## src/rtl/rtc_spi_pkg.sv

```systemverilog
// Shared definitions for the RTC SPI slave: FSM state encoding, byte width,
// frame length and the frame byte layout.
// Optional feature macro: RTC_SPI_CHECKSUM_EN appends a fourth byte to the frame.
// That byte is hours ^ minutes ^ seconds.
package rtc_spi_pkg;

  localparam int unsigned BYTE_W = 8;

`ifdef RTC_SPI_CHECKSUM_EN
  localparam int unsigned NBYTES = 4;
`else
  localparam int unsigned NBYTES = 3;
`endif

  typedef enum logic [1:0] {StIdle, StLoad, StShift, StDone} state_e;

  // Byte positions within a frame
  localparam logic [2:0] ByteHours   = 3'd0;
  localparam logic [2:0] ByteMinutes = 3'd1;
  localparam logic [2:0] ByteSeconds = 3'd2;
`ifdef RTC_SPI_CHECKSUM_EN
  localparam logic [2:0] ByteCheck   = 3'd3;
`endif
  localparam logic [2:0] LastIdx     = 3'(NBYTES - 1);

  // Frame byte at position idx; positions past the frame read as 0 (overrun).
  // The snapshot is packed as {hours, minutes, seconds}.
  function automatic logic [BYTE_W-1:0] frame_byte(input logic [2:0]          idx,
                                                   input logic [3*BYTE_W-1:0] snap);
    logic [BYTE_W-1:0] b;
    b = '0;
    case (idx)
      ByteHours:   b = snap[3*BYTE_W-1:2*BYTE_W];
      ByteMinutes: b = snap[2*BYTE_W-1:BYTE_W];
      ByteSeconds: b = snap[BYTE_W-1:0];
`ifdef RTC_SPI_CHECKSUM_EN
      ByteCheck:   b = snap[3*BYTE_W-1:2*BYTE_W] ^ snap[2*BYTE_W-1:BYTE_W] ^ snap[BYTE_W-1:0];
`endif
      default:     b = '0;
    endcase
    return b;
  endfunction

endpackage

```

## src/rtl/spi_pin_sync.sv

```systemverilog
// Multi-flop synchroniser for one asynchronous SPI pin, with rise/fall detection
// on the synchronised value.
// Ports:
//   clk_i  - system clock
//   rst_i  - synchronous active-high reset; all flops load RstVal
//   pin_i  - asynchronous pin
//   sync_o - synchronised pin value
//   rise_o - one-cycle pulse on a synchronised 0->1 transition
//   fall_o - one-cycle pulse on a synchronised 1->0 transition
module spi_pin_sync #(
  parameter int unsigned SyncStages = 2,
  parameter logic        RstVal     = 1'b0
) (
  input  logic clk_i,
  input  logic rst_i,
  input  logic pin_i,
  output logic sync_o,
  output logic rise_o,
  output logic fall_o
);

  logic [SyncStages-1:0] sync_q;
  logic                  prev_q;

  always_ff @(posedge clk_i) begin
    if (rst_i) begin
      sync_q <= {SyncStages{RstVal}};
      prev_q <= RstVal;
    end else begin
      sync_q <= {sync_q[SyncStages-2:0], pin_i};
      prev_q <= sync_q[SyncStages-1];
    end
  end

  assign sync_o = sync_q[SyncStages-1];
  assign rise_o = sync_o & ~prev_q;
  assign fall_o = ~sync_o & prev_q;

endmodule

```

## src/rtl/rtc_spi_slave.sv

```systemverilog
// SPI slave (mode 0, MSB first) serving an RTC time snapshot to the MSP430 master.
// The frame is hours, minutes, seconds, plus a checksum byte when RTC_SPI_CHECKSUM_EN
// is defined. Pins are oversampled on clk, which must run at least 8x spi_sclk.
// Ports:
//   clk, reset               - system clock, synchronous active-high reset
//   seconds/minutes/hours    - RTC time, snapshotted when the frame starts
//   spi_sclk/cs_n/mosi       - SPI inputs from the master (asynchronous)
//   spi_miso, spi_miso_oe    - SPI data out and its output enable
//   rx_byte, rx_valid        - last complete MOSI byte and its update pulse
//   frame_done               - pulse when a complete frame ends with cs_n rising
//   data_rdy                 - level interrupt: seconds changed since the last frame start
module rtc_spi_slave #(
  parameter int unsigned SYNC_STAGES = 2
) (
  input  logic       clk,
  input  logic       reset,
  input  logic [7:0] seconds,
  input  logic [7:0] minutes,
  input  logic [7:0] hours,
  input  logic       spi_sclk,
  input  logic       spi_cs_n,
  input  logic       spi_mosi,
  output logic       spi_miso,
  output logic       spi_miso_oe,
  output logic [7:0] rx_byte,
  output logic       rx_valid,
  output logic       frame_done,
  output logic       data_rdy
);
  import rtc_spi_pkg::*;

  logic sclk_s, sclk_rise, sclk_fall;
  logic cs_s, cs_rise, cs_fall;

  spi_pin_sync #(.SyncStages(SYNC_STAGES), .RstVal(1'b0)) u_sclk_sync (
    .clk_i  (clk),
    .rst_i  (reset),
    .pin_i  (spi_sclk),
    .sync_o (sclk_s),
    .rise_o (sclk_rise),
    .fall_o (sclk_fall)
  );

  spi_pin_sync #(.SyncStages(SYNC_STAGES), .RstVal(1'b1)) u_cs_sync (
    .clk_i  (clk),
    .rst_i  (reset),
    .pin_i  (spi_cs_n),
    .sync_o (cs_s),
    .rise_o (cs_rise),
    .fall_o (cs_fall)
  );

  // MOSI only needs the same delay as sclk so it lines up with the detected edge.
  logic [SYNC_STAGES-1:0] mosi_sync_q;
  logic                   mosi_s;

  always_ff @(posedge clk) begin
    if (reset) mosi_sync_q <= '0;
    else       mosi_sync_q <= {mosi_sync_q[SYNC_STAGES-2:0], spi_mosi};
  end
  assign mosi_s = mosi_sync_q[SYNC_STAGES-1];

  state_e              state_q;
  logic [3*BYTE_W-1:0] snap_q;
  logic [BYTE_W-1:0]   tx_sr_q;
  logic [BYTE_W-2:0]   rx_sr_q;
  logic [BYTE_W-1:0]   rx_next;
  logic [2:0]          bit_cnt_q;
  logic [2:0]          byte_idx_q;
  logic                miso_q, oe_q, rx_valid_q, frame_done_q, data_rdy_q;
  logic [BYTE_W-1:0]   rx_byte_q, sec_prev_q;

  assign rx_next = {rx_sr_q, mosi_s};

  always_ff @(posedge clk) begin
    if (reset) begin
      state_q      <= StIdle;
      snap_q       <= '0;
      tx_sr_q      <= '0;
      rx_sr_q      <= '0;
      bit_cnt_q    <= '0;
      byte_idx_q   <= '0;
      miso_q       <= 1'b0;
      oe_q         <= 1'b0;
      rx_byte_q    <= '0;
      rx_valid_q   <= 1'b0;
      frame_done_q <= 1'b0;
      data_rdy_q   <= 1'b0;
      // Track the live input so leaving reset does not look like a seconds change.
      sec_prev_q   <= seconds;
    end else begin
      rx_valid_q   <= 1'b0;
      frame_done_q <= 1'b0;
      oe_q         <= ~cs_s;
      sec_prev_q   <= seconds;

      // Set has priority over the clear done by LOAD.
      if (seconds != sec_prev_q)  data_rdy_q <= 1'b1;
      else if (state_q == StLoad) data_rdy_q <= 1'b0;

      unique case (state_q)
        StIdle: begin
          miso_q <= 1'b0;
          if (cs_fall) state_q <= StLoad;
        end
        StLoad: begin
          if (cs_rise) begin
            miso_q  <= 1'b0;
            state_q <= StIdle;
          end else begin
            snap_q     <= {hours, minutes, seconds};
            miso_q     <= hours[7];
            tx_sr_q    <= {hours[6:0], 1'b0};
            bit_cnt_q  <= '0;
            byte_idx_q <= '0;
            state_q    <= StShift;
          end
        end
        StShift, StDone: begin
          if (cs_rise) begin
            // Only a completed frame reports done; a partial rx byte is dropped.
            frame_done_q <= (state_q == StDone);
            miso_q       <= 1'b0;
            state_q      <= StIdle;
          end else if (sclk_rise) begin
            rx_sr_q   <= rx_next[BYTE_W-2:0];
            bit_cnt_q <= bit_cnt_q + 3'd1;
            if (bit_cnt_q == 3'd7) begin
              rx_byte_q  <= rx_next;
              rx_valid_q <= 1'b1;
              if (state_q == StShift) begin
                byte_idx_q <= byte_idx_q + 3'd1;
                tx_sr_q    <= frame_byte(byte_idx_q + 3'd1, snap_q);
                if (byte_idx_q == LastIdx) state_q <= StDone;
              end else begin
                tx_sr_q <= '0;
              end
            end
          end else if (sclk_fall) begin
            miso_q  <= tx_sr_q[BYTE_W-1];
            tx_sr_q <= {tx_sr_q[BYTE_W-2:0], 1'b0};
          end
        end
        default: state_q <= StIdle;
      endcase
    end
  end

  assign spi_miso    = miso_q;
  assign spi_miso_oe = oe_q;
  assign rx_byte     = rx_byte_q;
  assign rx_valid    = rx_valid_q;
  assign frame_done  = frame_done_q;
  assign data_rdy    = data_rdy_q;

endmodule

```

## config.mk

```make
export PLATFORM = sky130hd
export DESIGN_NAME = rtc_spi_slave
export DESIGN_NICKNAME = d
export VERILOG_FILES = /design/src/rtl/rtc_spi_pkg.sv /design/src/rtl/spi_pin_sync.sv /design/src/rtl/rtc_spi_slave.sv
export SDC_FILE = /design/constraint.sdc
export NUM_CORES = 1
export LEC_CHECK = 0
export ABC_AREA = 1
export CAP_MARGIN = 10
export CORE_MARGIN = 5
export CORE_UTILIZATION = 50
export DETAILED_ROUTE_END_ITERATION = 16
export PLACE_DENSITY = 0.74
export SETUP_SLACK_MARGIN = 0.02
export SYNTH_ARGS = -nofsm -noshare
export SYNTH_HDL_FRONTEND = slang
export SYNTH_HIERARCHICAL = 1
export SYNTH_SLANG_ARGS = --single-unit
```

## constraint.sdc

```tcl
create_clock -name clk -period 1.67 [get_ports clk]
set_input_delay 0.334 -clock clk [delete_from_list [all_inputs] [get_ports clk]]
set_output_delay 0.334 -clock clk [all_outputs]
set_load 0.03 [all_outputs]
```

# --- Word-level counts from Yosys, hierarchy flattened ---
# Index checks and enable logic that the tools add are counted.
word_totals:
  ff_bits: 76
  in_bits: 29
  out_inout_bits: 13
  word_cells: 101
classes:
  n_addsub: 2
  n_eq_ne: 22
  n_mux: 33
  n_bitwise: 11
  n_reduce_logical: 15
ops:
  columns: ["cell", "count"]
  rows:
  - ["$mux 8", 6]
  - ["$ne 3x3->1 const B", 8]
  - ["$pmux 8 s3", 1]
  - ["$mux 3", 7]
  - ["$pmux 8 s2", 1]
  - ["$mux 2", 7]
  - ["$ne 2x2->1 const B", 6]
  - ["$pmux 3 s2", 2]
  - ["$reduce_and 5->1", 2]
  - ["$ne 8x8->1", 1]
  - ["$reduce_and 4->1", 2]
  - ["$mux 1", 7]
  - ["$not 1->1", 7]
  - ["$add 3x1->3 const B", 2]
  - ["$eq 3x2->1 const B", 2]
  - ["$pmux 2 s3", 1]
  - ["$reduce_and 6->1", 1]
  - ["$and 1x1->1", 4]
  - ["$eq 2x2->1 const B", 2]
  - ["$reduce_and 2->1", 2]
  - ["$reduce_bool 2->1", 2]
  - ["$reduce_or 4->1", 1]
  - ["$eq 3x1->1 const B", 1]
  - ["$eq 3x3->1 const B", 1]
  - ["7 further kinds", 7]

# --- Longest topological paths before layout ---
depth:
  depth_word: 8
  ltp_mapped: 10
  depth_no_buf: 9

# --- By module ---
# Netlist, hierarchy kept.
by_module_without_submodules:
  columns: ["mod", "instances", "cells_each", "area_each_um2", "seq_area_each_um2"]
  rows:
  - ["rtc_spi_slave", 1, 405, 2940.3, 1401.3]
  - ["spi_pin_sync (u_cs_sync)", 1, 13, 97.6, 60.1]
  - ["spi_pin_sync (u_sclk_sync)", 1, 12, 93.8, 60.1]

# --- Least setup slack after synthesis ---
# Ideal clock, no wire load.
synth_path:
  kind: "reg-to-reg"
  from: "register byte_idx_q[0]"
  to: "register tx_sr_q[1]"
  setup_time_ns: 0.070
  t_arrival_ns: 1.379
  required_time_ns: 1.600
  slack_ns: 0.221
  path_stages_with_launch: 8
  path_cell_list: "dfxtp_1 inv_1 ha_1 clkbuf_1 o31ai_1 nor2_1 nand2_1 a21oi_1"
synth_between:
  elab_chain_cells: 8
  elab_cells_between_ends: 10
  cone_classes: "add/sub: 1; eq/ne: 2; mux: 6; reduce/logical: 1"
synth_lines:
  columns: ["item", "line", "source"]
  rows:
  - ["start, declared", "rtc_spi_slave.sv:69", "logic [2:0] byte_idx_q;"]
  - ["start signal, assigned", "rtc_spi_slave.sv:132", "byte_idx_q <= byte_idx_q + 3'd1;"]
  - ["$add 3x1->3 *", "rtc_spi_slave.sv:133", "tx_sr_q <= frame_byte(byte_idx_q + 3'd1, snap_q);"]
  - ["$eq 3x2->1, or another cell as far along", "rtc_spi_pkg.sv:32", "case (idx)"]
  - ["$pmux 8 s3 *", "rtc_spi_pkg.sv:32", null]
  - ["$mux 8 *", "rtc_spi_slave.sv:131", "if (state_q == StShift) begin"]
  - ["$mux 8 *", "rtc_spi_slave.sv:128", "if (bit_cnt_q == 3'd7) begin"]
  - ["$mux 8 *", "rtc_spi_slave.sv:125", "end else if (sclk_rise) begin"]
  - ["$mux 8 *", "rtc_spi_slave.sv:120", "if (cs_rise) begin"]
  - ["$pmux 8 s2 *", "rtc_spi_slave.sv:101", "unique case (state_q)"]
  - ["end signal, assigned", "rtc_spi_slave.sv:113", "tx_sr_q <= {hours[6:0], 1'b0};"]
  - ["end signal, assigned", "rtc_spi_slave.sv:133", null]
  - ["end signal, assigned", "rtc_spi_slave.sv:141", "tx_sr_q <= {tx_sr_q[BYTE_W-2:0], 1'b0};"]
  - ["end, declared", "rtc_spi_slave.sv:65", "logic [BYTE_W-1:0] tx_sr_q;"]
# Mark *: on every way between the ends. The rest lies on a longest branch, timed or not. The select of a mux whose other input is x is not followed.
# A chain may end at the register's enable or synchronous reset.

# --- Worst setup path after layout ---
layout_path:
  from: "register byte_idx_q[1]"
  to: "register tx_sr_q[2]"
# The elaborated chain is that of the path after synthesis.

==> impl_results.md <==
- Wire length of the first global-routing pass: between 10000 and 15000 um
- Number of remaining DRC errors: 0
- Routing usage on met2: 31.6%
- Port Buf Inserts: 41
- R2R Path End: tx_sr_q[2]
- Number of distinct standard cells referenced by the synthesized netlist: 25
- Core Util, Final: 64.4%
- Worst Path Required: 1.95 ns
- Net count reported at finish: 509
- Per-cell via count in the routed design: 4.99
- Avg Inst Size Synth: 7.28 sq um
- Synth area leaders: sky130_fd_sc_hd__dfxtp_1, sky130_fd_sc_hd__nand2_1, sky130_fd_sc_hd__a21oi_1
- Share of synthesized area occupied by flip-flops and latches: 48.6%
- Slowest stage delay, CP: 0.42 ns
- Hold-critical path depth: 2
- Final setup vio count: 0
- Final Cycle Share: 90.7%
- Detailed Routing Iterations Pass 1: 4
- CP arrival: 1.79 ns
- Cell type with the largest total area after synthesis: sky130_fd_sc_hd__dfxtp_1
- Antenna-violating nets left: 0
- Proportion of register bits with asynchronous set or reset after synthesis: 0%
- Starting density of the core: 52.3%
- Count of inserted antenna diode cells: 0
- Number of cells on the worst reg-to-reg path: 8
- Critical path class: reg -> reg
- Setup repair after global routing missed its margin: false
- Pin count of the biggest net entering global routing: 37
- Number of warning messages in the yosys log: 6
- Worst skew pair latency: approximately 0.35 ns
- Top cell type's share of synthesized area: 48.6%
- Setup TNS: 0 ns
- Width of the die: about 89 um
- Setup crit start kind: flop
- Status: finished, final reports clean
- Total Routing Usage GR: 18.5%
- Worst setup skew after layout: 0.00603 ns
- Fin. max-slew vios: 0
- Most common flop cell mapped by yosys: sky130_fd_sc_hd__dfxtp_1
- Met3 usage in global routing: 3.32%
- Overall die area: slightly below 8000 sq um
- Via count of the first global-routing pass: roughly 2600
- Hold-critical path endpoint: mosi_sync_q[1]
- Growth of design area from synthesis to finish: 23.3%
- Synthesized cell area: 3130 sq um
- Clock tree from TritonCTS: yes
- Worst setup EP type: flop
- Dominant cell by count in the synthesized netlist: sky130_fd_sc_hd__nand2_1
- HP Start: mosi_sync_q[0]
- Setup slack on the worst flop-to-flop path: 0.16 ns
- Starting DRT DRC Count: 209
- GRT Max-Usage Layer: met2
- Cell Rows: 28
- Worst-case vdd ir drop: 776 uV
- Dpl ws: 0.133 ns
- Routed WL per cell: around 12 um
- Post-synthesis net count: 466
- Cell area power density: 1110 nW/um^2
- Placed wire-length estimate: 4700 um
- Number of register bits inferred by synthesis: 76
- Launching point of the worst reg2reg path: byte_idx_q[1]
- Top cells by instance count after synthesis: sky130_fd_sc_hd__nand2_1, sky130_fd_sc_hd__dfxtp_1, sky130_fd_sc_hd__a21oi_1, sky130_fd_sc_hd__nor2_1, sky130_fd_sc_hd__inv_1
- Final Hold Viols: 0
- Number of instances in the synthesized netlist: 430
- Overall die height: 89.1 um
- I/O pin count: 42
- Clk Tree Root Cell: sky130_fd_sc_hd__clkbuf_8
- Overflow left after global routing: 0
- Clock input transition at the sequential cells of the worst setup and hold paths: 0.07 ns
- Most used cell along the critical path: sky130_fd_sc_hd__nand2_1
- Largest buffer count on any clock path: 2
- Core Footprint: 5990 sq um
- Routability Congestion: 0.820
- Leakage power summed over all cells: 1.73 nW
- Worst setup path start: byte_idx_q[1]
- Total CTS buffers: 9
- Max-Slew Margin vs Limit: approximately four fifths
- Post-route worst setup slack: about 0.16 ns
- Total routed wirelength: 6790 um
- Number of vias after detailed routing: 2761
- Crit path max-delay cell type: sky130_fd_sc_hd__dfxtp_1
- Share of cells above drive strength 1: about 7.7%
- Highest net fanout along the worst path: 25
- Antenna violations before repair: 0
- Number of flops mapped to enable cells by yosys: 0
- Maximum level of the CTS H-tree: 3
- Cells along the critical path: ha_1, nand2_1, nand2_1, buf_4, nand3_1, nand3_1, nand2_1, a21oi_1
- Post-layout minimum cycle time: 1.51 ns
- Global-route track usage on met1: 22.1%
- Min-Delay Path Class: reg -> reg
- Sinks on Clock Net: 76
- Fmax: 660 MHz
- Max capacitance violation total: 0
- Least-Margin Pin Slew: 0.307 ns
## logic make-up after synthesis
logic type	Yosys count	share of synthesized area, %
simple gates	196	25.5
buf+inv	68	8.95
flops	76	48.6
xor+xnor	3	0.839
compound gates	80	13.3
fa+ha+maj	7	2.80
## worst max-delay path by stage
stage	end
after floorplan	tx_sr_q[1]
after global placement	tx_sr_q[3]
after detailed placement	tx_sr_q[3]
after CTS	tx_sr_q[7]
after global routing	tx_sr_q[0]
final	tx_sr_q[2]
## flip-flops by register name, summed over array words and instances (netlist names), 2 cells and up
name                count
snap_q                 24
rx_byte                 8
sec_prev_q              8
tx_sr_q                 8
rx_sr_q                 7
bit_cnt_q               3
byte_idx_q              3
mosi_sync_q             2
state_q                 2
u_cs_sync/sync_q        2
u_sclk_sync/sync_q      2
## critical path, delay by kind of cell, from the launching register on
family | cells | cell delay (ns)
AOI/OAI and AO/OA | 1 | 0.14
adders and majority gates | 1 | 0.20
buffers and inverters | 1 | 0.24
DFF | 1 | 0.42
and+or+nand+nor | 5 | 0.44
## final cells by class
cell class | count | area [sq um]
clock inverter | 4 | 47.5
sequential | 76 | 1520
tap | 75 | 93.8
inverter | 47 | 176
fill | 561 | 2130
clock buffer | 12 | 155
timing repair buffer | 53 | 522
multi-input combinational | 286 | 1340
## per-layer routing
metal  routed length, um  up-vias  share of wire (%)
li1                    -     1453                  -
met1                3040     1226                 45
met2                3210       66                 47
met3                 387       16                5.7
met4                 147        0                2.2
met5                   0        -                  0
## placed cells by master, fill, tap and decap left out, drive strengths merged
cell	n
nand2	105
dfxtp	76
a21oi	47
inv	47
nor2	47
nand3	38
o21ai	30
clkdlybuf4s50	28
dlygate4sd2	13
clkbuf	12
buf	12
ha	7
xnor2	2
clkinv	2
or2	2
a31oi	1
o31ai	1
nor4	1
nand4	1
xor2	1
nor3	1
o211ai	1
nor3b	1
clkinvlp	1
bufinv	1
## metrics by stage
| stage | area (sq um) | total power [mW] | hold slack [ns] | instances |
|---|---|---|---|---|
| floorplan | 3130 | 2.62 | 0.362 | 430 |
| global route | 3860 | 4.53 | 0.427 | 553 |
| global placement | 3640 | 2.84 | 0.392 | 536 |
| CTS | 3830 | 4.27 | 0.411 | 552 |
| detailed placement | 3640 | 2.86 | 0.398 | 536 |
| finish | 3860 | 4.28 | 0.411 | 553 |
## what timing repair did
item,in CTS,in global routing
setup buffers,0,1
endpoints found under the setup margin,13,23
gates resized for setup,13,7
pin swaps,0,1
hold endpoints to repair,0,0
hold buffers,0,0
## report_power, final
group / internal (mW) / switching (mW) / total (mW)
registers: 1.96 / 0.0801 / 2.04
logic: 0.326 / 0.486 / 0.812
clock network: 0.767 / 0.658 / 1.43
total: 3.06 / 1.22 / 4.28
(Power assumes the default switching activity.)
